## src/rtl/btn_event_scheduler.sv

```systemverilog
// Button event scheduler: latches one-cycle press pulses as per-button pending flags and
// serialises them round-robin into a first-word-fall-through event FIFO.
module btn_event_scheduler #(
    parameter int unsigned N_BTN      = 4,
    parameter int unsigned ID_W       = 2,
    parameter int unsigned FIFO_DEPTH = 4
) (
    input  logic             clk,
    input  logic             rst_n,
    input  logic [N_BTN-1:0] pulse_in,
    input  logic             evt_ready,
    input  logic             clear_ovf,
    output logic             evt_valid,
    output logic [ID_W-1:0]  evt_id,
    output logic [N_BTN-1:0] pending,
    output logic             overflow,
    output logic [7:0]       drop_cnt
);

    localparam int unsigned PTR_W = (FIFO_DEPTH > 1) ? $clog2(FIFO_DEPTH) : 1;

    logic [ID_W-1:0]  mem [FIFO_DEPTH];
    logic [PTR_W-1:0] wptr_q, rptr_q;
    logic [PTR_W:0]   count_q, count_d;
    logic [N_BTN-1:0] pending_q, pending_d;
    logic [N_BTN-1:0] grant_oh, drop;
    logic             grant_vld;
    logic [ID_W-1:0]  grant_id;
    logic [ID_W-1:0]  last_q;
    logic             pop;
    logic             overflow_q, overflow_d;
    logic [7:0]       drop_cnt_q, drop_cnt_d;
    int unsigned      cand;
    int unsigned      n_drop;
    int unsigned      cnt_sum;

    // Round-robin search starting just after the last granted button; the full check uses the
    // registered count so a same-cycle pop never frees a slot early.
    always_comb begin
        grant_vld = 1'b0;
        grant_id  = '0;
        grant_oh  = '0;
        cand      = 0;
        if (count_q < (PTR_W + 1)'(FIFO_DEPTH)) begin
            for (int k = 1; k <= int'(N_BTN); k++) begin
                cand = (int'(last_q) + k) % N_BTN;
                if (!grant_vld && pending_q[cand]) begin
                    grant_vld      = 1'b1;
                    grant_id       = ID_W'(cand);
                    grant_oh[cand] = 1'b1;
                end
            end
        end
    end

    always_comb begin
        drop      = pulse_in & pending_q & ~grant_oh;
        pending_d = pulse_in | (pending_q & ~grant_oh);
        n_drop    = 0;
        for (int i = 0; i < int'(N_BTN); i++) begin
            n_drop = n_drop + {31'd0, drop[i]};
        end
        // A drop on the same edge as a clear wins: count restarts from this cycle's drops.
        cnt_sum    = (clear_ovf ? 0 : {24'd0, drop_cnt_q}) + n_drop;
        drop_cnt_d = (cnt_sum > 255) ? 8'hff : cnt_sum[7:0];
        overflow_d = (|drop) | (overflow_q & ~clear_ovf);
    end

    always_comb begin
        pop     = (count_q != '0) && evt_ready;
        count_d = count_q;
        if (grant_vld && !pop) begin
            count_d = count_q + 1'b1;
        end else if (!grant_vld && pop) begin
            count_d = count_q - 1'b1;
        end
    end

    always_ff @(posedge clk or negedge rst_n) begin
        if (!rst_n) begin
            pending_q  <= '0;
            last_q     <= ID_W'(N_BTN - 1);
            wptr_q     <= '0;
            rptr_q     <= '0;
            count_q    <= '0;
            overflow_q <= 1'b0;
            drop_cnt_q <= '0;
        end else begin
            pending_q  <= pending_d;
            count_q    <= count_d;
            overflow_q <= overflow_d;
            drop_cnt_q <= drop_cnt_d;
            if (grant_vld) begin
                last_q <= grant_id;
                wptr_q <= wptr_q + 1'b1;
            end
            if (pop) begin
                rptr_q <= rptr_q + 1'b1;
            end
        end
    end

    // Storage needs no reset: reads are gated by evt_valid.
    always_ff @(posedge clk) begin
        if (grant_vld) begin
            mem[wptr_q] <= grant_id;
        end
    end

    assign evt_valid = (count_q != '0);
    assign evt_id    = evt_valid ? mem[rptr_q] : '0;
    assign pending   = pending_q;
    assign overflow  = overflow_q;
    assign drop_cnt  = drop_cnt_q;

endmodule

```

## config.mk

```make
export PLATFORM = sky130hd
export DESIGN_NAME = btn_event_scheduler
export DESIGN_NICKNAME = d
export VERILOG_FILES = /design/src/rtl/btn_event_scheduler.sv
export SDC_FILE = /design/constraint.sdc
export NUM_CORES = 1
export LEC_CHECK = 0
export ABC_AREA = 1
export BUFFER_PORTS_ARGS = -buffer_cell sky130_fd_sc_hd__buf_4
export CAP_MARGIN = 10
export CORE_MARGIN = 5
export CORE_UTILIZATION = 40
export CTS_CLUSTER_SIZE = 10
export DETAILED_ROUTE_END_ITERATION = 16
export REMOVE_ABC_BUFFERS = 1
export SLEW_MARGIN = 20
export SYNTH_ARGS = -nofsm -noshare
export SYNTH_HDL_FRONTEND = slang
export SYNTH_SLANG_ARGS = --single-unit
```

## constraint.sdc

```tcl
create_clock -name clk -period 5.6 [get_ports clk]
set_input_delay 1.12 -clock clk [delete_from_list [all_inputs] [get_ports clk]]
set_output_delay 1.12 -clock clk [all_outputs]
set_load 0.005 [all_outputs]
```

### After elaboration in Yosys (flattened, before gate mapping)

Memories as Yosys holds them, arrays and structs flattened.
Index checks and enable logic that the tools add are counted.

* bitwise operators: 11
* multiplexer cells: 44
* add/sub/neg operators: 12
* magnitude comparators: 10
* reductions and logical operators: 18

Operator list (count)
* $mux W4: 8
* $mux W1: 18
* $mux W8: 2
* $or A4 B4 Y4: 4
* $and A4 B4 Y4: 3
* $lt A2 B3 Y1 const B: 4
* $mux W2: 6
* $logic_and A1 B1 Y1: 10
* $add A8 B4 Y9: 1
* $gt A9 B8 Y1 const B: 1
* $add A2 B1 Y2 const B: 4
* $bmux W1 S2: 4
* $demux W1 S2: 4
* $ge A2 B1 Y1 const B: 4
* $mux W3: 2
* $logic_not A1 Y1: 5
* $add A2 B2 Y2 const B: 2
* $add A3 B1 Y4: 1
* $not A4 Y4: 1
* $reduce_or A4 Y1: 1
* $add A2 B1 Y3: 1
* $add A3 B1 Y3 const B: 1
* $lt A3 B3 Y1 const B: 1
* $reduce_bool A3 Y1: 1
* 6 further kinds: 6

* output and inout bits: 16
* bits in registers: 22
* word-level logic and storage cells: 103
* memories kept: 1
* memory bits (writable): 8
* bits of input ports: 8

Memory list
* mem: words 4, width 2, rd ports 1, clocked after Yosys merged registers in 0, wr ports 1, line 22 `logic [ID_W-1:0] mem [FIFO_DEPTH];`

### Longest topological paths before layout

Gate-level depths: netlist of run 1.

* depth in word-level cells: 25
* depth in mapped cells: 26
* gate-level depth less buffers: 25

### Worst setup path before layout of run 1

No wires, ideal clock.

* path kind: register to register
* from: reg last_q[0]
* to: reg drop_cnt_q[7], in the netlist drop_cnt[7]
* arrival: 3.834 ns
* slack: 1.692 ns
* stages on the path, launching flop included: 26
* library setup time: 0.075 ns
* required time: 5.525 ns
* cells stage by stage: dfstp_2 buf_6 inv_8 ha_1 inv_1 nand3_4 nand2_4 nor2_8 nand2_4 nor2_4 nand2_1 nand2_1 nand2_1 nand3_2 inv_1 fa_1 inv_1 fa_1 inv_1 fa_1 nand2_1 nor2_1 inv_1 nor2_1 nand4_1 nand3_1

* cells in the longest elaborated chain, start to end: 25
* elaborated cells between the ends (all ways): 63
* those cells by class: add/sub: 8; order compare: 9; mux: 31; bitwise: 5; reduce/logical: 10

Ends and longest elaborated chain
* from (decl): line 29 `logic [ID_W-1:0] last_q;`
* from (signal assigned): line 82 `last_q <= ID_W'(N_BTN - 1);`
* from (signal assigned): line 94 `last_q <= grant_id;`
* branches (longest 15 deep; another with $lt A2 B3 Y1)
* $mux W4 *: line 47 `if (!grant_vld && pending_q[cand]) begin`
* $mux W4 *: line 44 `if (count_q < (PTR_W + 1)'(FIFO_DEPTH)) begin`
* $not A4 Y4 *: line 57 `drop = pulse_in & pending_q & ~grant_oh;`
* $and A4 B4 Y4 *: line 57
* $add A1 B1 Y2: line 61 `n_drop = n_drop + {31'd0, drop[i]};`
* $add A2 B1 Y3: line 61
* $add A3 B1 Y4 *: line 61
* $add A8 B4 Y9 *: line 64 `cnt_sum = (clear_ovf ? 0 : {24'd0, drop_cnt_q}) + n_drop;`
* $gt A9 B8 Y1: line 65 `drop_cnt_d = (cnt_sum > 255) ? 8'hff : cnt_sum[7:0];`
* $mux W8 *: line 65
* via drop_cnt_d[7]: line 32 `logic [7:0] drop_cnt_q, drop_cnt_d;`
* to (signal assigned): line 92 `drop_cnt_q <= drop_cnt_d;`
* to (decl): line 32

Mark *: on every way through the listed nets, which the timed path passes. The select of a mux whose other input is x is not followed.
A chain may end at the register's enable or synchronous reset.

### Worst setup path after layout of run 1

* from: reg last_q[1]
* to: reg drop_cnt_q[2], in the netlist drop_cnt[2]

Same word-level chain as after synthesis.

==> metrics, run 1 <==
worst-case clock buffer depth 2; first drt pass iteration count 4; layout cell share with drive strength beyond 1 0.230; compound-gate portion of the synthesized area 0.0605; Row Count 26; area share of xor/xnor cells in the synthesized design 0.0326; synthesized-area fraction occupied by adder cells 0.127; Max Freq 232 MHz; worst min path class flip-flop to flip-flop; CP required 5.79 ns; via count 1567; port bufs 23; PwrDens 620 mW/mm^2; FF+latch count, synth 30; Cells after Synth 252; RSZ-0062 raised after global routing false; Max-Cap Viols 0; min cycle time layout 4.31 ns; die span in x 82.6 um; RD Place Congestion 0.803; Reg clk slew, reported paths 0.07 ns; syn_area_per_cell 8.37 sq um; WL per Instance 11.1 um; Synth Cell Area 0.00211 sq mm; number of synthesized flops with an enable pin 8; Max-slew headroom 0.744; setup_tns 0 ns; Setup Fix Bufs, Post-CTS 0; number of antenna diodes 0; vias per std cell 4.45; worst-skew pair later-pin latency 0.28 ns; VDD IR-drop max 0.241 mV; most frequent cells in the layout nand2_1, inv_1, nor2_1; status finished clean; Tot GR Track Use 0.131; Crit Path Category flip-flop to flip-flop; post-synthesis mux area share 0.00534; HPWL after DPL 3150 um; global-route wire length before repair 6790 um; DRC errors left 0; Die Ht 82.6 um; register area share after synthesis 0.376; CTS tree built; combinational family with the most area after synthesis simple AND/OR/NAND/NOR gates; vias in the first global route 1512; Place WS 1.27 ns; CTS buffer count 5; main flop type after synthesis dfrtp_1; crit-path max FO 9; FF+latch area 793 sq um; post-synthesis cell type count 35; final hold vios 0; Async SR Flop Fraction 0.733; commonest non-fill, non-tap cell in the layout nand2_1; initial core utilization 0.413; Least-Margin Pin Slew 0.381 ns; NumNets Final 308; crit path DAT 4.50 ns; post-route clock period utilization 0.769; hold bufs inserted after CTS 0; num ports 24; initial DRC count 57; H-tree Lvls 2; Clock Skew 0.00691 ns; routed wire length 3910 um; die area 0.00682 sq mm; Num Clock Sinks 30; Final WS setup 1.29 ns; CP endpoint kind flip-flop; Pleak 1.30 nW; post-synthesis simple-gate area fraction 0.308; antenna violations before repair 0; post-cts resize count 0; clock root buffer master clkbuf_8; area delta synth->final 15.7%; Slew Viols, Final 0; area of the core 0.00511 sq mm; Yosys warning count 0; area of the multi-input gates 0.00112 sq mm; DRT antenna net count 0; pin count of the biggest net entering global routing 23; reg-to-reg setup timing slack 1.29 ns; GR Overflow Total 0; Layout fillers 500; Final setup viols 0; Setup crit start kind flip-flop
-- synth_stat cells (4+ instances only) --
cell type | n | area (sq um)
a21oi_1 | 5 | 25.0
inv_1 | 40 | 150
nand2_1 | 62 | 233
nand3_1 | 12 | 60.1
nand2_2 | 12 | 75.1
xor2_1 | 5 | 43.8
nor2_1 | 26 | 97.6
edfxtp_1 | 8 | 240
fa_1 | 4 | 80.1
nand2_4 | 5 | 56.3
ha_1 | 15 | 188
dfrtp_1 | 20 | 500
o21ai_0 | 7 | 35.0
-- per-stage QoR --
| stage | hold WS [ns] | instances | area [sq um] | util | total power [mW] |
|---|---|---|---|---|---|
| 6_report | 0.528 | 352 | 2440 | 0.477 | 1.51 |
| 2_1_floorplan | 0.484 | 251 | 2100 | - | 1.13 |
| 5_1_grt | 0.568 | 352 | 2440 | 0.477 | 1.68 |
| 4_1_cts | 0.533 | 352 | 2440 | 0.477 | 1.53 |
| 3_3_place_gp | 0.518 | 344 | 2360 | 0.462 | 1.36 |
| 3_5_place_dp | 0.515 | 344 | 2360 | 0.462 | 1.36 |
-- critical path: stages (launching register included) --
cell and delay (ns):
dfstp_2 0.62, inv_1 0.17, ha_1 0.39, inv_1 0.11, nand3_4 0.11, nand2_4 0.10, nor2_8 0.15, nand2_4 0.07
nor2_4 0.12, nand2_1 0.06, nand2_1 0.06, nand2_1 0.07, nand3_2 0.08, inv_1 0.05, fa_1 0.49, inv_1 0.05
fa_1 0.41, inv_1 0.09, fa_1 0.19, nand2_1 0.07, nor2_1 0.08, inv_1 0.05, nor2_1 0.14, nand4_1 0.29
o21ai_0 0.17
-- routing by layer --
layer / GRT usage / wire, um / vias up
li1: - / - / 834
met1: 0.182 / 1940 / 689
met2: 0.204 / 1750 / 39
met3: 0.0358 / 201 / 5
met4: 0.0310 / 20 / 0
met5: 0 / 0 / -
-- where the power goes --
| group | internal [mW] | switching, mW | total [mW] | leakage (nW) |
|---|---|---|---|---|
| Sequential | 0.347 | 0.0856 | 0.432 | 0.330 |
| Combinational | 0.359 | 0.559 | 0.917 | 0.928 |
| Clock | 0.0852 | 0.0775 | 0.163 | 0.0426 |
-- cell type report --
type | count | share of cell area
clock buffer | 6 | 0.0298
clock inverter | 2 | 0.00359
inverter | 45 | 0.0734
multi-input combinational | 176 | 0.461
tap | 70 | 0.0359
timing repair buffer | 23 | 0.0708
sequential | 30 | 0.325
-- kinds of logic after synthesis --
group / after synthesis
DFF: 30
xor gates and xnor gates: 7
buffers and inverters: 46
muxes: 1
AOI/OAI and AO/OA: 20
adders and majority gates: 19
and+or+nand+nor: 129
-- sequential cells by signal, indices dropped and copies added (netlist names) --
name	count
overflow	1
last_q	2
pending	4
drop_cnt	8
mem	8
rptr_q	2
wptr_q	2
count_q	3
-- worst paths after layout --
check	start	end	depth (start not counted)
max in group asynchronous	rst_n	last_q[1]	1
min	rptr_q[1]	rptr_q[1]	1
min reg2reg	rptr_q[1]	rptr_q[1]	1
max reg2reg	last_q[1]	drop_cnt[2]	24
min in group asynchronous	rst_n	count_q[1]	1
max	last_q[1]	drop_cnt[2]	24
Power figures use the tool's default switching activity.
==> run 2: changes to the inputs <==
==> constraint.sdc (replaced) <==
create_clock -name clk -period 3.75 [get_ports clk]
set_input_delay 0.75 -clock clk [delete_from_list [all_inputs] [get_ports clk]]
set_output_delay 0.75 -clock clk [all_outputs]
set_load 0.005 [all_outputs]
==> metrics, run 2 (synthesized netlist as in run 1, its figures left out) <==
CP endpoint kind flip-flop; H-tree Lvls 2; CP required 3.91 ns; Reg clk slew, reported paths 0.07 ns; CP startpoint last_q[0]; crit-path max FO 5; overall power 2.77 mW; max incr delay on CP 0.59 ns; Least-Margin Pin Slew 0.408 ns; Gate power share 0.629; pin count of the biggest net entering global routing 23; vias in the first global route 1601; failing checks negative setup slack; worst-skew pair later-pin latency 0.28 ns; met3 GRT Util 0.0380; Clock Skew 0.00257 ns; placed cell area 0.00250 sq mm; net load switching power 1.19 mW; Seq pwr share 0.223; final hold vios 0; via count 1704; Final WS setup -0.00208 ns; Tot GR Track Use 0.148; die span in x 82.6 um; CTS tree built; status finished with violations; Clock Power Share 0.147; RSZ-0062 raised after global routing true; Net Sw Frac 0.431; Setup crit start kind flip-flop; Pleak 1.47 nW; global-route wire length before repair 7490 um; Max Freq 267 MHz; port bufs 23; vias per std cell 4.48; most frequent cells in the layout nand2_1, buf_4, inv_1; num ports 24; Slew Viols, Final 0; CP Capture Point drop_cnt[7]; HPWL after DPL 3330 um; R2R depth 25; commonest non-fill, non-tap cell in the layout nand2_1; final cell count without fillers 380; crit path DAT 3.91 ns; number of antenna diodes 0; layout cell share with drive strength beyond 1 0.377; area of the core 0.00511 sq mm; WP depth 25; NumNets Final 336; WL per Instance 11.9 um; cell family with most CP delay simple AND/OR/NAND/NOR gates; worst min path class input pin to asynchronous set/reset pin; R2R Path End drop_cnt[7]; initial core utilization 0.413; grt met2 use 0.236; PwrDens 999 mW/mm^2; Max-slew headroom 0.726; DRC errors left 0; Crit path buffers/inverters 7; Max-Cap Viols 0; Final setup viols 1; area delta synth->final 31.5%; Place WS -0.350 ns; Row Count 26; Worst R2R Start last_q[0]; GR Overflow Total 0; hold bufs inserted after CTS 0; grt met1 use 0.193; fin area 0.00277 sq mm; worst-case clock buffer depth 2; CTS buffer count 5; RD Place Congestion 0.920; clock root buffer master clkbuf_8; setup_tns -0.00208 ns; Die Ht 82.6 um; initial DRC count 57; antenna violations before repair 0; post-route clock period utilization 1.00; Num Clock Sinks 30; min cycle time layout 3.75 ns; Top Usage Layer GRT met2; Slowest-stage cell, CP dfstp_2; Pint 1.58 mW; DRT antenna net count 0; Crit Path Category flip-flop to flip-flop; routed wire length 4500 um; die area 0.00682 sq mm; Cells after DPL 363; reg-to-reg setup timing slack -0.002 ns; first drt pass iteration count 4; VDD IR-drop max 0.477 mV
[run 2: changes by cell type in the layout (fill, tap and decap cells not counted), sizes merged]
cell / change
bufinv: +2
clkinv: -2
buf: +28
[run 2: routing by layer]
| layer | wire length (um) | vias up | part of all wire |
|---|---|---|---|
| met5 | 0 | - | 0 |
| met4 | 74 | 0 | 0.016 |
| met3 | 258 | 9 | 0.057 |
| met2 | 2120 | 47 | 0.47 |
| met1 | 2050 | 761 | 0.46 |
| li1 | - | 887 | - |
[run 2: area by class of cell]
type	instances	area (sq um)
well taps	70	87.6
clock buffers	6	82.6
flip-flops and latches	30	793
repair buffers	51	383
fillers	486	2330
inverters	45	181
clock inverters	2	60.1
multi-input cells	176	1180
[run 2: power by group through the flow]
stage	registers (mW)	clock network (mW)	logic, mW
after floorplan	0.626	0	1.06
final	0.619	0.408	1.74
after global placement	0.622	0	1.60
after global routing	0.642	0.433	1.95
after CTS	0.620	0.421	1.70
after detailed placement	0.625	0	1.62
[run 2: worst min path at each step]
stage,start,endpoint,slack (ns),cells past startpoint
after CTS,rst_n,drop_cnt[2],0.34,1
after detailed placement,rptr_q[1],rptr_q[1],0.52,1
after global routing,rst_n,pending[3],0.36,1
final,rst_n,drop_cnt[2],0.35,1
after floorplan,rst_n,count_q[0],0.45,0
after global placement,overflow,overflow,0.51,2
[run 2: timing repair]
item	in CTS	in global routing
cloned	0	0
resized for setup	12	15
pin swaps	10	12
hold endpoints to repair	0	0
endpoints found under the setup margin	8	8
buffers inserted	8	1
[run 2: stage by stage]
stage / util / hold slack (ns)
2_1_floorplan: - / 0.454
3_3_place_gp: 0.489 / 0.514
3_5_place_dp: 0.489 / 0.523
4_1_cts: 0.535 / 0.343
5_1_grt: 0.543 / 0.358
6_report: 0.543 / 0.348
==> run 3: changes to the inputs <==
--- a/config.mk
+++ b/config.mk
@@ -13,6 +13,7 @@
 export CTS_CLUSTER_SIZE = 10
 export DETAILED_ROUTE_END_ITERATION = 16
 export REMOVE_ABC_BUFFERS = 1
+export SETUP_SLACK_MARGIN = 0.5
 export SLEW_MARGIN = 20
 export SYNTH_ARGS = -nofsm -noshare
 export SYNTH_HDL_FRONTEND = slang
==> metrics, run 3 (synthesized netlist as in run 1, its figures left out) <==
Place WS -0.350 ns; num ports 24; DRT antenna net count 0; Row Count 26; reg-to-reg setup timing slack -0.07 ns; Setup crit start kind flip-flop; Net Sw Frac 0.425; worst-case clock buffer depth 2; CTS tree built; Clock Power Share 0.130; initial core utilization 0.413; NumNets Final 356; Layout fillers 459; overall power 3.14 mW; DRC errors left 0; RD Place Congestion 0.920; CP endpoint kind flip-flop; area of the core 0.00511 sq mm; vias per std cell 4.49; commonest non-fill, non-tap cell in the layout buf_4; Final WS setup -0.0699 ns; Cells after DPL 363; RSZ-0062 raised after global routing true; Max-Cap Viols 0; PwrDens 1050 mW/mm^2; crit-path max FO 5; WL per Instance 12.6 um; worst min path class input pin to asynchronous set/reset pin; Gate power share 0.671; crit path DAT 3.99 ns; worst-skew pair later-pin latency 0.28 ns; Final setup viols 9; port bufs 23; number of antenna diodes 0; fin util 0.586; final cell count without fillers 400; via count 1797; Reg clk slew, reported paths 0.07 ns; Pleak 1.56 nW; Seq pwr share 0.198; die area 0.00682 sq mm; pin count of the biggest net entering global routing 23; clock root buffer master clkbuf_8; Least-Margin Pin Slew 0.408 ns; Tot GR Track Use 0.160; final hold vios 0; post-route clock period utilization 1.02; Num Clock Sinks 30; area delta synth->final 41.9%; CP required 3.92 ns; status finished with violations; die span in x 82.6 um; GR Overflow Total 0; CTS buffer count 5; Clock Skew 0.00158 ns; Crit Path Category flip-flop to flip-flop; most frequent cells in the layout buf_4, nand2_1, inv_1; H-tree Lvls 2; Pint 1.80 mW; layout cell share with drive strength beyond 1 0.442; first drt pass iteration count 4; VDD IR-drop max 0.542 mV; failing checks negative setup slack; initial DRC count 73; global-route wire length before repair 8090 um; WHS 0.350 ns; HPWL after DPL 3330 um; routed wire length 5050 um; vias in the first global route 1719; net load switching power 1.33 mW; Max-slew headroom 0.726; Die Ht 82.6 um; antenna violations before repair 0; Slew Viols, Final 0; min cycle time layout 3.82 ns; Max Freq 262 MHz
-- run 3: changes by cell type in the layout (fill, tap and decap cells not counted), sizes merged --
cell  before  now
buf       51   71
-- run 3: final cells by class --
type                            count  area, sq um  area share
Multi-Input combinational cell    176         1230       0.413
Clock buffer                        6         82.6      0.0276
Timing Repair Buffer               71          552       0.184
Inverter                           45          181      0.0606
Tap cell                           70         87.6      0.0293
Sequential cell                    30          793       0.265
Clock inverter                      2         60.1      0.0201
-- run 3: per-layer routing --
layer / up-vias / GRT usage / share of wire
li1: 933 / - / -
met1: 819 / 0.206 / 0.44
met5: - / 0 / 0
met4: 0 / 0.0556 / 0.015
met3: 9 / 0.0401 / 0.041
met2: 36 / 0.260 / 0.50
-- run 3: critical path: stages (launching register included) --
cell and delay [ns]:
dfstp_2 0.59, inv_8 0.04, ha_4 0.29, inv_4 0.05
nand3_4 0.08, nand2_8 0.08, nor2_8 0.15, nand2_2 0.07
nor2_2 0.11, nor2_1 0.05, nand2_1 0.08, nand2_2 0.06
nand3_2 0.09, inv_2 0.05, fa_1 0.52, inv_2 0.05
fa_2 0.38, inv_2 0.08, buf_6 0.10, a21oi_4 0.05
nor2_4 0.12, nand3_2 0.10, nor2_2 0.14, inv_1 0.06
o21bai_1 0.22, nand3_2 0.10
-- run 3: power by group through the flow --
stage | combinational, mW | sequential [mW] | clock (mW)
5_1_grt | 2.31 | 0.643 | 0.434
2_1_floorplan | 1.06 | 0.626 | 0
3_5_place_dp | 1.62 | 0.625 | 0
4_1_cts | 1.94 | 0.622 | 0.421
3_3_place_gp | 1.60 | 0.622 | 0
6_report | 2.11 | 0.622 | 0.409
-- run 3: through the flow --
step / instance area, sq um / setup TNS (ns)
6_report: 2990 / -0.361
3_5_place_dp: 2500 / -2.31
4_1_cts: 2910 / 0
2_1_floorplan: 2100 / -1.09
3_3_place_gp: 2500 / -1.40
5_1_grt: 2990 / -2.14
-- run 3: path summary, 6_finish.rpt --
kind                            from          end  depth (start not counted)
max                        last_q[0]  drop_cnt[7]                         25
min reg2reg                rptr_q[1]    rptr_q[1]                          1
max reg2reg                last_q[0]  drop_cnt[7]                         25
min                            rst_n  drop_cnt[3]                          1
min in group clk           rptr_q[1]    rptr_q[1]                          1
max in group asynchronous      rst_n    last_q[1]                          1
-- run 3: repair_timing --
item,4_1_cts,5_1_grt
buffers inserted,27,2
setup endpoints to repair,8,9
pin swaps,19,18
hold buffers,0,0
gates resized for setup,25,19
cloned,0,0
endpoints found under the hold margin,0,0
